==> src/rtl/draw_dispatcher.sv <==
// Draw dispatcher: turns one start pulse into a strided stream of primitive fetch
// requests and holds busy until every issued primitive has retired.
// Optional build macro DRAW_DISPATCH_PERF_EN adds busy/stall cycle counters.
module draw_dispatcher #(
    parameter int ADDR_W          = 32,
    parameter int COUNT_W         = 16,
    parameter int STRIDE          = 32,
    parameter int MAX_OUTSTANDING = 8
) (
    input  logic               clk,
    input  logic               rst_n,
    input  logic               i_start,
    input  logic [ADDR_W-1:0]  i_base_addr,
    input  logic [COUNT_W-1:0] i_prim_count,
    output logic               o_busy,
    output logic               o_prim_valid,
    output logic [ADDR_W-1:0]  o_prim_addr,
    input  logic               i_prim_ready,
    input  logic               i_retire,
`ifdef DRAW_DISPATCH_PERF_EN
    output logic [31:0]        o_busy_cycles,
    output logic [31:0]        o_stall_cycles,
`endif
    output logic               o_err
);

    localparam int OUT_W = $clog2(MAX_OUTSTANDING + 1);
    localparam logic [OUT_W-1:0]  OUT_MAX  = OUT_W'(MAX_OUTSTANDING);
    localparam logic [ADDR_W-1:0] STRIDE_A = ADDR_W'(STRIDE);

    typedef enum logic [1:0] {
        S_IDLE,
        S_ISSUE,
        S_DRAIN
    } state_t;

    state_t             state_q, state_d;
    logic [ADDR_W-1:0]  addr_q, addr_d;
    logic [COUNT_W-1:0] rem_q, rem_d;
    logic [OUT_W-1:0]   out_q, out_d;
    logic               valid_q, valid_d;
    logic               err_q, err_d;
    logic               hs;
    logic               retire_ok;
    logic               start_ok;

    assign hs        = valid_q & i_prim_ready;
    assign retire_ok = i_retire & (out_q != '0);
    assign start_ok  = i_start & (state_q == S_IDLE);

    always_comb begin
        state_d = state_q;
        addr_d  = addr_q;
        rem_d   = rem_q;
        err_d   = err_q;
        out_d   = out_q + OUT_W'(hs) - OUT_W'(retire_ok);

        if (i_start && state_q != S_IDLE) begin
            err_d = 1'b1;
        end
        if (i_retire && out_q == '0) begin
            err_d = 1'b1;
        end

        case (state_q)
            S_IDLE: begin
                if (i_start) begin
                    addr_d  = i_base_addr;
                    rem_d   = i_prim_count;
                    state_d = (i_prim_count != '0) ? S_ISSUE : S_DRAIN;
                end
            end
            S_ISSUE: begin
                if (hs) begin
                    addr_d = addr_q + STRIDE_A;
                    rem_d  = rem_q - COUNT_W'(1);
                    if (rem_q == COUNT_W'(1)) begin
                        state_d = S_DRAIN;
                    end
                end
            end
            S_DRAIN: begin
                // Uses the post-retire count so busy drops one cycle after the last retire.
                if (out_d == '0) begin
                    state_d = S_IDLE;
                end
            end
            default: state_d = S_IDLE;
        endcase

        // Valid is derived from next-state values so it can be a registered output;
        // a pending request never retracts because rem/out only move on handshakes/retires.
        valid_d = (state_d == S_ISSUE) && (rem_d != '0) && (out_d < OUT_MAX);
    end

    always_ff @(posedge clk or negedge rst_n) begin
        if (!rst_n) begin
            state_q <= S_IDLE;
            addr_q  <= '0;
            rem_q   <= '0;
            out_q   <= '0;
            valid_q <= 1'b0;
            err_q   <= 1'b0;
        end else begin
            state_q <= state_d;
            addr_q  <= addr_d;
            rem_q   <= rem_d;
            out_q   <= out_d;
            valid_q <= valid_d;
            err_q   <= err_d;
        end
    end

    // Start is folded in so the controller sees busy in the same cycle as its pulse.
    assign o_busy       = (state_q != S_IDLE) | i_start;
    assign o_prim_valid = valid_q;
    assign o_prim_addr  = addr_q;
    assign o_err        = err_q;

`ifdef DRAW_DISPATCH_PERF_EN
    logic [31:0] busy_cyc_q;
    logic [31:0] stall_cyc_q;
    logic        stall;

    assign stall = (valid_q & ~i_prim_ready) |
                   ((state_q == S_ISSUE) && (rem_q != '0) && (out_q >= OUT_MAX));

    always_ff @(posedge clk or negedge rst_n) begin
        if (!rst_n) begin
            busy_cyc_q  <= '0;
            stall_cyc_q <= '0;
        end else if (start_ok) begin
            busy_cyc_q  <= '0;
            stall_cyc_q <= '0;
        end else begin
            if (state_q != S_IDLE && busy_cyc_q != '1) begin
                busy_cyc_q <= busy_cyc_q + 32'd1;
            end
            if (stall && stall_cyc_q != '1) begin
                stall_cyc_q <= stall_cyc_q + 32'd1;
            end
        end
    end

    assign o_busy_cycles  = busy_cyc_q;
    assign o_stall_cycles = stall_cyc_q;
`else
    logic unused_start_ok;
    assign unused_start_ok = start_ok;
`endif

endmodule

==> config.mk <==
export PLATFORM = sky130hd
export DESIGN_NAME = draw_dispatcher
export DESIGN_NICKNAME = d
export VERILOG_FILES = /design/src/rtl/draw_dispatcher.sv
export SDC_FILE = /design/constraint.sdc
export NUM_CORES = 1
export LEC_CHECK = 0
export ABC_CLOCK_PERIOD_IN_PS = 2400
export BUFFER_PORTS_ARGS = -buffer_cell sky130_fd_sc_hd__clkbuf_2
export CAP_MARGIN = 30
export CORE_MARGIN = 2
export CORE_UTILIZATION = 40
export DETAILED_ROUTE_END_ITERATION = 8
export PLACE_DENSITY_LB_ADDON = 0.12
export SYNTH_ARGS = -nofsm -noshare
export SYNTH_HDL_FRONTEND = slang
export SYNTH_SLANG_ARGS = --single-unit
==> constraint.sdc <==
create_clock -name clk -period 2.4 [get_ports clk]
set_input_delay 0.48 -clock clk [delete_from_list [all_inputs] [get_ports clk]]
set_output_delay 0.48 -clock clk [all_outputs]
set_load 0.01 [all_outputs]
After elaboration in Yosys (flattened, before gate mapping). Index checks and enable logic that the tools add are counted.

Register bits: 56. Input port bits: 53. Word-level logic and storage cells: 48.

$add $sub $neg: 4. Magnitude comparators: 1. Eq/ne operators: 6. Multiplexer cells: 14. Bitwise operators: 3. Reduce and logical (&&, ||, !) cells: 14.

Operators with widths (number): 32-bit two-way mux (2); 32-bit case mux with 2 select lines (1); 32-bit by 6-bit adder with 32-bit output, second input constant (1); 16-bit two-way mux (2); 16-bit case mux with 2 select lines (1); 16-bit nonzero test (2); 16-bit by 1-bit == test with 1-bit output, second input constant (1); 16-bit by 1-bit subtractor with 16-bit output, second input constant (1); 2-bit two-way mux (5); 4-bit zero test (2); 2-bit case mux with 3 select lines (1); 2-bit nonzero test (3); 4-bit by 1-bit adder with 4-bit output (1); 2-bit by 1-bit == test with 1-bit output, second input constant (2); 1-bit logical AND (4); 4-bit less-than comparator, second input constant (1); 2-bit inequality test, second input constant (2); 4-bit nonzero test (1); 4-bit by 1-bit subtractor with 4-bit output (1); 3-bit AND reduction (1); 1-bit AND (2); 2-bit == test, second input constant (1); 2-bit zero test (1); 1-bit two-way mux (2); 1-bit bitwise OR (1).

Logic depth before layout (Yosys ltp).
Depth in word-level cells: 9. Gate-level depth with buffers: 13. Depth with buffers taken out: 13.

Worst setup path after synthesis. No wires, ideal clock.

Path kind: reg2reg. Start: reg out_q[2]. End: reg state_q[1]. Setup time: 0.136 ns. Data arrival time: 2.441 ns. Required time: 2.264 ns. Path slack: -0.177 ns. Cell stages (with the launch flop): 12. Buffers on the path: 0. Clock period less this slack: 2.577 ns. Path through: dfrtp_1 > inv_1 > ha_1 > nor3b_1 > nor2b_1 > ha_1 > inv_1 > ha_1 > fa_1 > or4_1 > a22oi_1 > o21ai_0.

Cells in the longest elaborated chain, start to end: 6. Elaborated cells between the ends (all ways): 7. Those cells by class: add/sub: 2; mux: 2; bitwise: 1; reduce/logical: 2.

RTL lines: from (decl) (RTL line 40) `logic [OUT_W-1:0] out_q, out_d;`; from (signal assigned) (RTL line 108) `out_q <= out_d;`; 4-bit nonzero test (RTL line 48) `assign retire_ok = i_retire & (out_q != '0);`; 1-bit AND (RTL line 48); 4-bit by 1-bit subtractor with 4-bit output (RTL line 56) `out_d = out_q + OUT_W'(hs) - OUT_W'(retire_ok);`; net out_d[1] (RTL line 40); 4-bit zero test (RTL line 84) `if (out_d == '0) begin`; 2-bit two-way mux (RTL line 84); 2-bit case mux with 3 select lines (RTL line 65) `case (state_q)`; net state_d[1] (RTL line 37) `state_t state_q, state_d;`; to (signal assigned) (RTL line 105) `state_q <= state_d;`; to (decl) (RTL line 37).

The timed path passes the listed nets, and every way through them passes these cells. A chain may end at the register's enable or synchronous reset.

Final worst setup path. Same ends and word-level chain as after synthesis.

==> impl_results.md <==
* Status: complete, but fails checks
* Violated checks: setup timing
* CTS sink count at 56
* Largest stage delay, worst path at 0.53 ns
* Post-synth top cells: dfrtp_1, nand2_1, nor2_1
* Area share of the largest cell type after synthesis at 0.391
* Final period utilization at 1.08
* Slew Limit Headroom at 0.618
* Met2 usage at 0.363
* CP delay by family, top: adder cells
* Pwr dens at ~810 nW/µm²
* Pre-CTS WS at -0.279 ns
* Top FF cell, synth: dfrtp_1
* RSZ-0062 raised after global routing: yes
* Initial antenna violation count at 0
* PnR worst setup slack at -0.204 ns
* Mapped Nets at 479
* Sequential cell area at 1400 µm²
* Sequential Power Share at 0.369
* Area grow syn2layout at 31.4%
* Number of global-route vias before repair at between 3000 and 4000
* ANT cells at 0
* Post-route minimum period at between 2 and 3 ns
* Unique cell type count in the Yosys netlist at around 70
* Synth warn at 0
* RR Endpoint: state_q[1]
* Pleak at about 2.1 nW
* Final layout net count at just over 600
* Most common cell in the netlist: dfrtp_1
* Max-cap violations at 0
* Die ar. at approximately 10000 µm²
* Hold_buf cts at 0
* Endpoints failing setup at 2
* Number of hold violations in the final report at 0
* Root buffer cell: clkbuf_8
* Startpoint Class: register
* Synth area leader: dfrtp_1
* DR WL/cell at 16.4 µm
* Synth Cell Area at 3580 µm²
* Number of buffers and inverters on the critical path at 2
* Sw Ratio at 0.371
* Largest net degree at the start of global routing at 38
* Share of layout cells above drive strength 1 at 0.324
* Cells after Synth at about 420
* Final Skew at 0.00630 ns
* Flop and latch count out of synthesis at between 50 and 60
* Sequential share of the synthesized area at 0.391
* Cells taking the most area after synthesis: dfrtp_1, nand2_1, a21oi_1
* Via density at approximately 5.7
* Reg2reg start: out_q[2]
* Slowest CP cell: or4_4
* Rows at 34
* Clk buf depth at 2
* Total power at approximately 3.8 mW
* DIE HEIGHT at approximately 100 µm
* Drt total wl at 10700 µm
* Global route overflow at 0
* Logic gate share of total power at 0.449
* Starting DRT DRC Count at between 150 and 200
* R2R Setup Slk at -0.20 ns
* First-pass GRT wire length at about 18000 µm
* Met1 usage at 0.320
* Port-buffer cells at between 80 and 90
* NetSw at around 1.4 mW
* Crit-path max FO at 2
* Multi-input logic area at approximately 2100 µm²
* DRC errors left at 0
* Async set or reset register ratio after synthesis at 1.00
* CP Capture Type: register
* Met3 usage at 0.0411
* R2R depth at 11
* CP Cell Sequence: inv_2 > ha_1 > nor3b_4 > nor2b_1 > ha_1 > inv_2 > ha_4 > fa_2 > or4_4 > a22oi_2 > o21ai_1
* Worst EP arrival at around 2.8 ns
* Core area at approximately 8700 µm²
* Worst skew pair latency at ~0.31 ns
* CTS tree: built
* Clock share of power at 0.181
* Global routing's busiest layer: met2
* CTS Buf Count at 5
* Width of the die at slightly below 100 µm
* Vias at between 3000 and 4000
* Synthesized area per cell at 8.59 µm²
* Critical Path RT at 2.61 ns
* Drt first pass iters at 4
* Io pins at 88
* Number of synthesized flops with an enable pin at 0
* Antenna Violating Nets Remaining at 0
* H-tree depth at 2
* Hold crit path type: in2async
* Gpl congestion at 0.928
* Achievable Freq at a little under 400 MHz
* Slew Viols, Final at 0
* VDD IR max at 0.000343 V
* Starting Density at 0.411
* Pint at ~2.4 mW
* Fill cells at just over 800
* Worst-path clk slew at around 0.1 ns
* Slew @ Worst Pin at between 0.5 and 0.6 ns
* Critical path type: reg2reg
* Total GRT Usage at 0.227
* Post-DP HPWL at ~8100 µm
per-layer routing:
metal	up-vias	wire length, µm	part of all wire
met2	127	5070	0.47
met3	11	688	0.064
met1	1792	4820	0.45
met4	0	143	0.013
met5	-	0	0
li1	1810	-	-
metrics by stage:
stage,hold WS [ns],instance area [µm²],utilization,cells,TNS [ns]
3_3_place_gp,0.452,4530,0.519,646,-0.225
6_report,0.137,4710,0.540,655,-0.279
3_5_place_dp,0.455,4530,0.519,646,-0.344
4_1_cts,0.150,4690,0.538,654,-0.244
2_1_floorplan,0.184,3590,-,417,-0.102
5_1_grt,0.171,4710,0.540,655,-0.486
layout by cell type (no fill, tap or decap), drive strengths merged, types with 4 or more instances in the layout:
master   n
clkbuf  94
o22a    12
or4      7
nor3     6
inv     16
nand2   56
a21oi   34
nand3   15
o21ai   22
dfrtp   56
a31oi    8
ha       8
o22ai    6
nor4    16
a41oi    4
nand2b   8
and3     5
buf     58
nor2    38
nor2b    6
power groups by stage:
stage          Clock [mW]  Sequential [mW]  Combinational [mW]
6_report            0.688             1.40                1.70
4_1_cts             0.711             1.39                1.69
2_1_floorplan           0             1.40               0.833
5_1_grt             0.748             1.43                1.89
3_3_place_gp            0             1.39                1.60
3_5_place_dp            0             1.40                1.63
worst max path at each step:
stage             start         end  slack [ns]  cells after the start
5_1_grt        out_q[2]  state_q[1]       -0.33                     11
6_report       out_q[2]  state_q[1]       -0.20                     11
4_1_cts        out_q[2]  state_q[1]       -0.21                     11
2_1_floorplan  out_q[2]  state_q[1]       -0.10                     11
3_3_place_gp   out_q[2]  state_q[1]       -0.18                     11
3_5_place_dp   out_q[2]  state_q[1]       -0.28                     11
flip-flops by register name, indices dropped and copies added, names as in the netlist:
name	count
state_q	2
rem_q	16
o_prim_addr	32
o_err	1
out_q	4
o_prim_valid	1
what timing repair did:
item                                    4_1_cts  5_1_grt
gates resized for setup                       9        2
pin swaps                                     2        0
endpoints found under the setup margin        2        2
cloned                                        0        0
buffers inserted                              0        1
cell families after synthesis:
kind of cell / count (synthesis) / share of synthesized area
and+or+nand+nor: 186 / 0.281
AOI/OAI and AO/OA: 120 / 0.227
DFF: 56 / 0.391
buffers and inverters: 39 / 0.0468
adders and majority gates: 9 / 0.0335
muxes: 5 / 0.0147
xor gates and xnor gates: 2 / 0.00489
cell type report:
| class | instances | share of cell area |
|---|---|---|
| flip-flops and latches | 56 | 0.298 |
| clock inverters | 1 | 0.00638 |
| well taps | 108 | 0.0287 |
| multi-input cells | 322 | 0.441 |
| repair buffers | 145 | 0.193 |
| inverters | 16 | 0.0128 |
| clock buffers | 7 | 0.0205 |
No activity file was read; power rests on OpenSTA's default activity.
